===== config.mk =====
export PLATFORM = sky130hd
export DESIGN_NAME = seg7_scan_driver
export DESIGN_NICKNAME = d
export VERILOG_FILES = /design/src/rtl/seg7_pkg.sv /design/src/rtl/seg7_decoder.sv /design/src/rtl/seg7_scan_driver.sv
export SDC_FILE = /design/constraint.sdc
export NUM_CORES = 1
export LEC_CHECK = 0
export CAP_MARGIN = 20
export CORE_MARGIN = 2
export CORE_UTILIZATION = 53
export DETAILED_ROUTE_END_ITERATION = 6
export PLACE_DENSITY_LB_ADDON = 0.1
export SYNTH_ARGS = -nofsm -noshare
export SYNTH_HDL_FRONTEND = slang
export SYNTH_SLANG_ARGS = --single-unit

===== constraint.sdc =====
create_clock -name clk -period 3.5 [get_ports clk]
set_clock_uncertainty 0.05 [all_clocks]
set_input_delay 1.05 -clock clk [delete_from_list [all_inputs] [get_ports clk]]
set_output_delay 1.05 -clock clk [all_outputs]
set_load 0.03 [all_outputs]

===== src/rtl/seg7_pkg.sv =====
// Shared definitions for the 7-segment display blocks: glyph codes, segment
// patterns ({a,b,c,d,e,f,g}, seg[6]=a) and the packed records used by the scanner.
package seg7_pkg;

    localparam int NUM_DIGITS = 8;
    localparam int IDX_W      = $clog2(NUM_DIGITS);

    localparam logic [3:0] GLYPH_A     = 4'hA;
    localparam logic [3:0] GLYPH_P     = 4'hB;
    localparam logic [3:0] GLYPH_DASH  = 4'hC;
    localparam logic [3:0] GLYPH_BLANK = 4'hF;

    localparam logic [6:0] SEG_0    = 7'h7E;
    localparam logic [6:0] SEG_1    = 7'h30;
    localparam logic [6:0] SEG_2    = 7'h6D;
    localparam logic [6:0] SEG_3    = 7'h79;
    localparam logic [6:0] SEG_4    = 7'h33;
    localparam logic [6:0] SEG_5    = 7'h5B;
    localparam logic [6:0] SEG_6    = 7'h5F;
    localparam logic [6:0] SEG_7    = 7'h70;
    localparam logic [6:0] SEG_8    = 7'h7F;
    localparam logic [6:0] SEG_9    = 7'h7B;
    localparam logic [6:0] SEG_A    = 7'h77;
    localparam logic [6:0] SEG_P    = 7'h67;
    localparam logic [6:0] SEG_DASH = 7'h01;
    localparam logic [6:0] SEG_OFF  = 7'h00;

    // Frame-coherent copy of the display inputs.
    typedef struct packed {
        logic [4*NUM_DIGITS-1:0] digits;
        logic [NUM_DIGITS-1:0]   dp_mask;
        logic [NUM_DIGITS-1:0]   blink_mask;
    } snapshot_t;

    // Everything that goes to the pins, registered together.
    typedef struct packed {
        logic [NUM_DIGITS-1:0] en;
        logic [6:0]            seg;
        logic                  dp;
    } drive_t;

    function automatic logic [3:0] glyph_at(input logic [4*NUM_DIGITS-1:0] digits,
                                            input logic [IDX_W-1:0]        idx);
        return digits[{idx, 2'b00} +: 4];
    endfunction

endpackage


===== src/rtl/seg7_decoder.sv =====
// Combinational glyph-code to segment-pattern decoder; codes without a glyph
// (including GLYPH_BLANK) produce a dark digit.
module seg7_decoder
    import seg7_pkg::*;
(
    input  logic [3:0] code_i,
    output logic [6:0] seg_o
);

    always_comb begin
        // NOTE: default assignment first so every path drives seg_o and no latch is inferred.
        seg_o = SEG_OFF;
        case (code_i)
            4'd0:       seg_o = SEG_0;
            4'd1:       seg_o = SEG_1;
            4'd2:       seg_o = SEG_2;
            4'd3:       seg_o = SEG_3;
            4'd4:       seg_o = SEG_4;
            4'd5:       seg_o = SEG_5;
            4'd6:       seg_o = SEG_6;
            4'd7:       seg_o = SEG_7;
            4'd8:       seg_o = SEG_8;
            4'd9:       seg_o = SEG_9;
            GLYPH_A:    seg_o = SEG_A;
            GLYPH_P:    seg_o = SEG_P;
            GLYPH_DASH: seg_o = SEG_DASH;
            default:    seg_o = SEG_OFF;
        endcase
    end

endmodule


===== src/rtl/seg7_scan_driver.sv =====
// Eight-digit multiplexed 7-segment scanner with per-slot blanking gap,
// frame-coherent input snapshot and per-digit blinking. All outputs registered.
module seg7_scan_driver
    import seg7_pkg::*;
#(
    parameter int PRESCALE     = 1000,
    parameter int BLANK_CYCLES = 50,
    parameter int BLINK_FRAMES = 64
) (
    input  logic                    clk,
    input  logic                    reset,
    input  logic                    en,
    input  logic [4*NUM_DIGITS-1:0] digits,
    input  logic [NUM_DIGITS-1:0]   dp_mask,
    input  logic [NUM_DIGITS-1:0]   blink_mask,
    output logic [6:0]              seg,
    output logic                    dp,
    output logic [NUM_DIGITS-1:0]   dispEn
);

    localparam int PRE_W = $clog2(PRESCALE);
    localparam int FRM_W = (BLINK_FRAMES > 1) ? $clog2(BLINK_FRAMES) : 1;

    localparam logic [PRE_W-1:0] PRE_LAST = PRE_W'(PRESCALE - 1);
    localparam logic [IDX_W-1:0] IDX_LAST = IDX_W'(NUM_DIGITS - 1);
    localparam logic [FRM_W-1:0] FRM_LAST = FRM_W'(BLINK_FRAMES - 1);

    logic [PRE_W-1:0] pre_q,   pre_d;
    logic [IDX_W-1:0] idx_q,   idx_d;
    logic [FRM_W-1:0] frm_q,   frm_d;
    logic             phase_q, phase_d;
    snapshot_t        snap_q,  snap_d;
    drive_t           drive_q, drive_d;

    logic       slot_end;
    logic       in_blank;
    logic [6:0] dec_seg;

    assign slot_end = (pre_q == PRE_LAST);
    assign in_blank = (int'(pre_q) < BLANK_CYCLES);

    seg7_decoder u_decoder (
        .code_i (glyph_at(snap_q.digits, idx_q)),
        .seg_o  (dec_seg)
    );

    // Scan counters advance only while enabled; the snapshot is taken on the
    // first cycle of digit 0 so a whole frame always shows one set of inputs.
    always_comb begin
        pre_d   = pre_q;
        idx_d   = idx_q;
        frm_d   = frm_q;
        phase_d = phase_q;
        snap_d  = snap_q;
        if (en) begin
            if (pre_q == '0 && idx_q == '0) begin
                snap_d.digits     = digits;
                snap_d.dp_mask    = dp_mask;
                snap_d.blink_mask = blink_mask;
            end
            if (slot_end) begin
                pre_d = '0;
                idx_d = idx_q + IDX_W'(1);
                if (idx_q == IDX_LAST) begin
                    if (frm_q == FRM_LAST) begin
                        frm_d   = '0;
                        phase_d = ~phase_q;
                    end else begin
                        frm_d = frm_q + FRM_W'(1);
                    end
                end
            end else begin
                pre_d = pre_q + PRE_W'(1);
            end
        end
    end

    // A blinked digit keeps its enable so slot timing and duty cycle stay fixed.
    always_comb begin
        drive_d = '0;
        if (en && !in_blank) begin
            drive_d.en[idx_q] = 1'b1;
            drive_d.seg       = dec_seg;
            drive_d.dp        = snap_q.dp_mask[idx_q];
            if (phase_q && snap_q.blink_mask[idx_q]) begin
                drive_d.seg = SEG_OFF;
                drive_d.dp  = 1'b0;
            end
        end
    end

    always_ff @(posedge clk or negedge reset) begin
        if (!reset) begin
            pre_q   <= '0;
            idx_q   <= '0;
            frm_q   <= '0;
            phase_q <= 1'b0;
            snap_q  <= '0;
            drive_q <= '0;
        end else begin
            // NOTE: non-blocking assignments so every register samples pre-edge values.
            pre_q   <= pre_d;
            idx_q   <= idx_d;
            frm_q   <= frm_d;
            phase_q <= phase_d;
            snap_q  <= snap_d;
            drive_q <= drive_d;
        end
    end

    assign seg    = drive_q.seg;
    assign dp     = drive_q.dp;
    assign dispEn = drive_q.en;

endmodule


==> out/results.ini, run 1 <==
[run_status]
status = finished, final reports clean

[global_routing]
grt_antenna_before_repair = 0
grt_use_met1_pct = 28.0
met2_usage_pct = 33.2
grt_usage_pct = 21.0
use_met3_pct = 3.76
grt_pass1_vias = 2777
top_usage_layer = met2
grt_start_max_net_pins = 49
grt_overflow_total = 0
grt_first_pass_wirelength_um = 13400

[sta]
rsz0062_at_grt = false
min_period_ns = 2.97
setup_viol = 0
fmax_mhz = 337
slew_headroom_pct = 55.0
finalSetupTns_ns = 0
finalCritPeriodShare_pct = 84.7
finalHoldViolCount = 0
setup_ws_ns = 0.534
tightest_slew_ns = 0.669
finalMaxSlewViolations = 0

[finish]
nNetsFinal = 462
diodes = 0
finalNonFillerCells = 503
area_growth_pct = 23.2
final_layout_size_suffix_gt1_share_pct = 21.8

[critical_path]
reg2reg_slack_ns = 0.53
worstPathRequired_ns = 3.73
worstSetupEndpointType = flop
worst_ep_arrival_time_ns = 3.19
path_max_fanout = 14
start_kind = flop
path_class = reg -> reg

[synthesis]
synth_edf_count = 0
synthFlopType = dfrtp_1
synthCells = 334
synth.avg_cell_area_sq_um = 12.0
synth_fp_nets = 396
synth.cell_area_sq_um = 3990
async_reset_ff_share_pct = 100
ys_seq_elements = 84
synth_cell_type_count = 53
yosys_warnings = 0
yosysSeqAreaShare_pct = 52.6

[placement]
place.gp.congestion = 0.855
dpl.hpwl_um = 5730
place_inst = 488
place_ws_ns = 0.429
portBuffers = 66

[die]
die_h_um = 90.8
design.core.area_sq_um = 7290
ioPinCount = 67
dieArea_sq_um = 8240
die_x_um = 90.8
num_rows = 31
start_util_pct = 54.8

[detailed_routing]
drtPass1Iterations = 4
wl_per_cell_um = 16.2
wl_um = 8160
via_per_inst = 5.53
drtIter0Drc = 149
drtAntennaViolNets = 0
drc = 0
num_vias = 2780

[clocking]
post-cts-setup-buffers = 0
clockBufferDepth = 2
cts_made_buffers = 9
postCtsHoldBufs = 0
h-tree-depth = 3
clk-insertion-delay-late_ns = 0.36
clockRootBuffer = clkbuf_8
clock-sinks = 84
path_clk_slew_ns = 0.08
cts_tree = built
ctsResizeCount = 0

[min_path]
hold_class = reg -> reg

[pwr]
ir_worst_vdd_mv = 0.315
power.total_mw = 2.73
powerDensity_nw_per_um2 = 555
p_leak_nw = 2.21

[run]
max-cap-violations = 0

layout make-up:
| class | instances | area [sq um] |
|---|---|---|
| clock buffers | 12 | 155 |
| clock inverters | 3 | 22.5 |
| fillers | 573 | 2370 |
| inverters | 10 | 37.5 |
| multi-input cells | 222 | 1750 |
| flip-flops and latches | 84 | 2100 |
| well taps | 99 | 124 |
| repair buffers | 73 | 723 |
final timing paths:
| check | startpoint | end | cells past startpoint |
|---|---|---|---|
| max | idx_q[0] | seg[3] | 8 |
| min | frm_q[4] | frm_q[4] | 1 |
| max reg2reg | idx_q[0] | seg[3] | 8 |
| min reg2reg | frm_q[4] | frm_q[4] | 1 |
| max in group asynchronous | reset | snap_q[47] | 2 |
| min in group asynchronous | reset | pre_q[3] | 1 |
sequential cells by signal, summed over array words and instances (netlist names):
register / flops
phase_q: 1
seg: 7
dp: 1
idx_q: 3
pre_q: 10
dispEn: 8
snap_q: 48
frm_q: 6
Yosys cell counts (4+ instances only):
library cell | number | share of area [%]
dfrtp_1 | 84 | 53
mux2_2 | 56 | 16
nor2_1 | 25 | 2.4
nand2_1 | 20 | 1.9
ha_1 | 11 | 3.4
xnor2_1 | 10 | 2.2
inv_1 | 9 | 0.85
a21oi_1 | 8 | 1.0
nand3_1 | 8 | 1.0
mux2i_1 | 7 | 1.8
nor3_1 | 7 | 0.88
o21ai_0 | 7 | 0.88
buf_2 | 6 | 0.75
clkbuf_1 | 6 | 0.56
nand4_1 | 6 | 0.94
a22oi_1 | 5 | 0.94
nor2b_1 | 4 | 0.63
o22ai_1 | 4 | 0.63
metrics by stage:
stage                     hold slack (ns)  util (%)  cell area (sq um)
after floorplan                     0.396         -               3990
after global placement              0.414      65.0               4740
after detailed placement            0.420      65.0               4740
after CTS                           0.432      67.4               4920
after global routing                0.438      67.4               4920
final                               0.430      67.4               4920
layer usage:
layer / part of all wire [%] / vias up
met5: 0 / -
met4: 2.5 / 0
met3: 3.9 / 16
met2: 48 / 72
met1: 46 / 1372
li1: - / 1320
report_power, final:
part	internal, mW	switching (mW)
sequential	1.23	0.169
clock	0.293	0.346
combinational	0.398	0.293
total	1.92	0.808
cells by family after synthesis:
family	Yosys count	synth area share, %
AOI/OAI and AO/OA	44	7.90
xor gates and xnor gates	13	2.85
adders and majority gates	11	3.45
buffers and inverters	28	3.57
DFF	84	52.6
muxes	66	18.7
and+or+nand+nor	88	10.9
cell usage in the layout (no fill, tap or decap), types with 8 or more instances in the layout:
| master | netlist | routed |
|---|---|---|
| xnor2_1 | 10 | 10 |
| mux2_2 | 56 | 56 |
| dfrtp_1 | 84 | 84 |
| nor2_1 | 25 | 25 |
| nand2_1 | 20 | 20 |
| clkbuf_8 | 0 | 11 |
| inv_1 | 9 | 9 |
| ha_1 | 11 | 11 |
| clkdlybuf4s50_1 | 0 | 65 |
| a21oi_1 | 8 | 8 |
critical path: stages, from the launching register on:
cell and delay, ns:
dfrtp_1 0.75, nor2b_1 0.34, a22oi_1 0.15, o221ai_1 0.46, inv_1 0.17, ha_1 0.25
nor4_1 0.37, o21ai_0 0.17, a21oi_1 0.17
(Power assumes the default switching activity.)
==> inputs of run 2 (changes only) <==
==> constraint.sdc (replaced) <==
create_clock -name clk -period 2.8 [get_ports clk]
set_clock_uncertainty 0.05 [all_clocks]
set_input_delay 0.84 -clock clk [delete_from_list [all_inputs] [get_ports clk]]
set_output_delay 0.84 -clock clk [all_outputs]
set_load 0.03 [all_outputs]
==> out/results.ini, run 2 (synthesis results as in run 1) <==
[global_routing]
grt_start_max_net_pins = 50
grt_usage_pct = 20.6
grt_first_pass_wirelength_um = 13500
grt_antenna_before_repair = 0
grt_pass1_vias = 2756
grt_overflow_total = 0

[pwr]
powerDensity_nw_per_um2 = 711
power.total_mw = 3.58
ir_worst_vdd_mv = 0.443
p_leak_nw = 2.28

[run_status]
status = finished, final reports clean

[critical_path]
path_class = reg -> reg
start_kind = flop
path_max_fanout = 7
path_delay_family = compound AO/OA/AOI/OAI gates
crit_chain = mux2_2 -> a22oi_1 -> nor2_1 -> a211oi_1 -> inv_1 -> ha_1 -> nor4_2 -> o21ai_0 -> a21oi_1
worst_ep_arrival_time_ns = 2.84
cp_num_buf_inv = 1
crit_path_max_incr_delay_ns = 0.51
worstPathRequired_ns = 3.02
worst_path_max_delay_cell = dfrtp_1
worstSetupEndpointType = flop

[placement]
dpl.hpwl_um = 5710
portBuffers = 66
place.gp.congestion = 0.824

[finish]
top_register = snap_q
layout_commonest_cell = dfrtp_1
final_layout_size_suffix_gt1_share_pct = 24.0
most-common-layout-cells = dfrtp_1, clkdlybuf4s50_1, mux2_2
largest_reg_flops = 48
area_growth_pct = 26.1
fillers = 575
diodes = 0
nNetsFinal = 470

[detailed_routing]
wl_per_cell_um = 15.9
wl_met1_um = 3660
top_layer = met4
via_per_inst = 5.51
drtPass1Iterations = 4
wl_um = 8120
drtIter0Drc = 108
dr_wl_met3_um = 315
drc = 0
route.met2.wl_um = 4050
drtAntennaViolNets = 0
num_vias = 2821

[sta]
fmax_mhz = 382
rsz0062_at_grt = false
tightest_slew_ns = 0.623
min_period_ns = 2.62
finalHoldViolCount = 0
finalSetupTns_ns = 0
finalMaxSlewViolations = 0
finalCritPeriodShare_pct = 93.5
slew_headroom_pct = 58.1
setup_viol = 0

[clocking]
clockRootBuffer = clkbuf_8
postCtsHoldBufs = 0
clk-insertion-delay-late_ns = 0.35
post-cts-setup-buffers = 0
cts_tree = built
clockBufferDepth = 2
h-tree-depth = 3
path_clk_slew_ns = 0.08
cts_made_buffers = 9
clock-sinks = 84

[die]
die_h_um = 90.8
ioPinCount = 67
num_rows = 31
dieArea_sq_um = 8240
design.core.area_sq_um = 7290
die_x_um = 90.8
start_util_pct = 54.8

[run]
max-cap-violations = 0

[min_path]
hold_class = in -> async

-- run 2: per-stage QoR --
| step | setup WS [ns] | hold WS, ns | util (%) | area [sq um] | cells |
|---|---|---|---|---|---|
| after CTS | 0.0839 | 0.405 | 69.0 | 5030 | 512 |
| after global placement | 0.200 | 0.418 | 66.0 | 4810 | 496 |
| after detailed placement | 0.168 | 0.429 | 66.0 | 4810 | 496 |
| after global routing | 0.0323 | 0.420 | 69.1 | 5040 | 512 |
| after floorplan | 0.0371 | 0.396 | - | 3990 | 334 |
| final | 0.182 | 0.390 | 69.1 | 5040 | 512 |
-- run 2: repair_timing --
action / CTS / global route
endpoints found under the setup margin: 0 / 2
gates resized for setup: 0 / 2
endpoints found under the hold margin: 0 / 0
-- run 2: layout make-up --
type	count	area, sq um	share of cell area (%)
sequential	84	2100	41.8
clock inverter	6	88.8	1.76
clock buffer	10	128	2.53
multi-input combinational	222	1760	34.9
inverter	10	37.5	0.745
timing repair buffer	81	796	15.8
tap	99	124	2.46
-- run 2: worst paths after layout --
check | from | endpoint | slack [ns] | cells after the start
max | idx_q[1] | seg[3] | 0.18 | 9
min | reset | pre_q[2] | 0.39 | 1
max reg2reg | idx_q[1] | seg[3] | 0.18 | 9
min reg2reg | frm_q[4] | frm_q[4] | 0.43 | 1
max in group asynchronous | reset | snap_q[20] | 1.70 | 2
min in group clk | frm_q[4] | frm_q[4] | 0.43 | 1
-- run 2: metal layers --
layer  vias to the layer above  track usage (%)
met1                      1422             27.2
li1                       1335                -
met2                        54             34.8
met3                        10             3.84
met5                         -                0
met4                         0             6.19
-- run 2: power breakdown --
group | total, mW | leakage, nW | switching [mW] | internal (mW)
Sequential | 1.74 | 1.10 | 0.205 | 1.54
Combinational | 0.895 | 1.07 | 0.374 | 0.521
Clock | 0.942 | 0.102 | 0.439 | 0.503
Total | 3.58 | 2.28 | 1.02 | 2.56
==> inputs of run 3 (changes only) <==
--- a/config.mk
+++ b/config.mk
@@ -5,9 +5,11 @@
 export SDC_FILE = /design/constraint.sdc
 export NUM_CORES = 1
 export LEC_CHECK = 0
+export ABC_CLOCK_PERIOD_IN_PS = 2800
 export CAP_MARGIN = 20
 export CORE_MARGIN = 2
-export CORE_UTILIZATION = 53
+export CORE_UTILIZATION = 39
+export CTS_CLUSTER_DIAMETER = 100
 export DETAILED_ROUTE_END_ITERATION = 6
 export PLACE_DENSITY_LB_ADDON = 0.1
 export SYNTH_ARGS = -nofsm -noshare
==> out/results.ini, run 3 (synthesis results as in run 1) <==
[sta]
finalSetupTns_ns = 0
rsz0062_at_grt = false
setup_viol = 0
finalMaxSlewViolations = 0
slew_headroom_pct = 65.4
min_period_ns = 2.51
tightest_slew_ns = 0.519
fmax_mhz = 399
finalHoldViolCount = 0
finalCritPeriodShare_pct = 89.6

[die]
num_rows = 36
ioPinCount = 67
dieArea_sq_um = 11100
die_h_um = 105
start_util_pct = 40.5
design.core.area_sq_um = 9860
die_x_um = 105

[detailed_routing]
via_per_inst = 4.96
wl_um = 8130
drc = 0
drtPass1Iterations = 4
wl_per_cell_um = 14.9
drtAntennaViolNets = 0
drtIter0Drc = 76
num_vias = 2708

[clocking]
clockBufferDepth = 2
clock-sinks = 84
post-cts-setup-buffers = 0
cts_made_buffers = 9
clockRootBuffer = clkbuf_8
path_clk_slew_ns = 0.09
clk-insertion-delay-late_ns = 0.35
cts_tree = built
postCtsHoldBufs = 0
h-tree-depth = 3

[finish]
final_layout_size_suffix_gt1_share_pct = 24.0
diodes = 0
layout_commonest_cell = dfrtp_1
area_growth_pct = 26.2
top_register = snap_q
nNetsFinal = 470
finalNonFillerCells = 546
post-route-util_pct = 51.1
most-common-layout-cells = dfrtp_1, clkdlybuf4s50_1, mux2_2
design_area_sq_um = 5040
largest_reg_flops = 48

[critical_path]
reg2reg_slack_ns = 0.29
path_class = reg -> reg
rr_worst_depth = 8
start_kind = flop
worstPathRequired_ns = 3.02
worst_ep_arrival_time_ns = 2.73
timing.rr.start = idx_q[0]
worstSetupEndpointType = flop
r2r-end = seg[3]
startpoint = idx_q[0]
path_max_fanout = 11

[global_routing]
grt_first_pass_wirelength_um = 13900
grt_overflow_total = 0
grt_start_max_net_pins = 54
grt_pass1_vias = 2783
grt_antenna_before_repair = 0
grt_usage_pct = 15.8

[run]
max-cap-violations = 0

[placement]
dpl.hpwl_um = 5910
place.gp.congestion = 0.837
post_dp_cell_area_sq_um = 4850
place_inst = 530
portBuffers = 66

[pwr]
ir_worst_vdd_mv = 0.336
powerDensity_nw_per_um2 = 680
p_leak_nw = 2.27

[min_path]
hold_class = in -> async

[run_status]
status = finished, final reports clean

-- run 3: metrics by stage --
| stage | power, mW | hold slack, ns | setup WS [ns] |
|---|---|---|---|
| floorplan | 2.35 | 0.396 | 0.0371 |
| global placement | 2.62 | 0.410 | 0.174 |
| detailed placement | 2.66 | 0.415 | 0.202 |
| CTS | 3.47 | 0.374 | 0.193 |
| global route | 3.66 | 0.388 | 0.00870 |
| finish | 3.42 | 0.379 | 0.291 |
-- run 3: area by class of cell --
type | count | area (sq um)
Timing Repair Buffer | 81 | 796
Sequential cell | 84 | 2100
Clock inverter | 7 | 57.6
Tap cell | 133 | 166
Fill cell | 895 | 4830
Clock buffer | 9 | 124
Inverter | 10 | 37.5
Multi-Input combinational cell | 222 | 1750
-- run 3: report_power, final --
part | switching [mW] | total (mW) | internal, mW
Sequential | 0.202 | 1.74 | 1.54
Combinational | 0.362 | 0.882 | 0.520
Clock | 0.466 | 0.801 | 0.335
-- run 3: repair_timing --
item / 4_1_cts / 5_1_grt
endpoints found under the setup margin: 0 / 1
hold endpoints to repair: 0 / 0
gates resized for setup: 0 / 1
-- run 3: worst max-delay path by stage --
stage                     to  slack, ns  depth (start not counted)
floorplan             seg[3]       0.04                         11
global placement      seg[3]       0.17                          9
detailed placement  frm_q[5]       0.20                          6
CTS                   seg[3]       0.19                          9
global route          seg[3]      0.009                          9
finish                seg[3]       0.29                          8
-- run 3: critical path, cell delays in order (launching register included) --
cell      delay [ns]
dfrtp_2         0.52
nor2b_1         0.25
a22oi_1         0.15
o221ai_1        0.33
inv_1           0.14
ha_1            0.24
nor4_1          0.39
o21ai_0         0.18
a21oi_1         0.18
-- run 3: metal layers --
| layer | wire length [um] | share of wire, % | up-vias | track usage (%) |
|---|---|---|---|---|
| met4 | 59 | 0.73 | 0 | 4.19 |
| met3 | 209 | 2.6 | 6 | 4.05 |
| met1 | 4100 | 50 | 1325 | 22.6 |
| met5 | 0 | 0 | - | 0 |
| met2 | 3760 | 46 | 42 | 23.6 |
| li1 | - | - | 1335 | - |
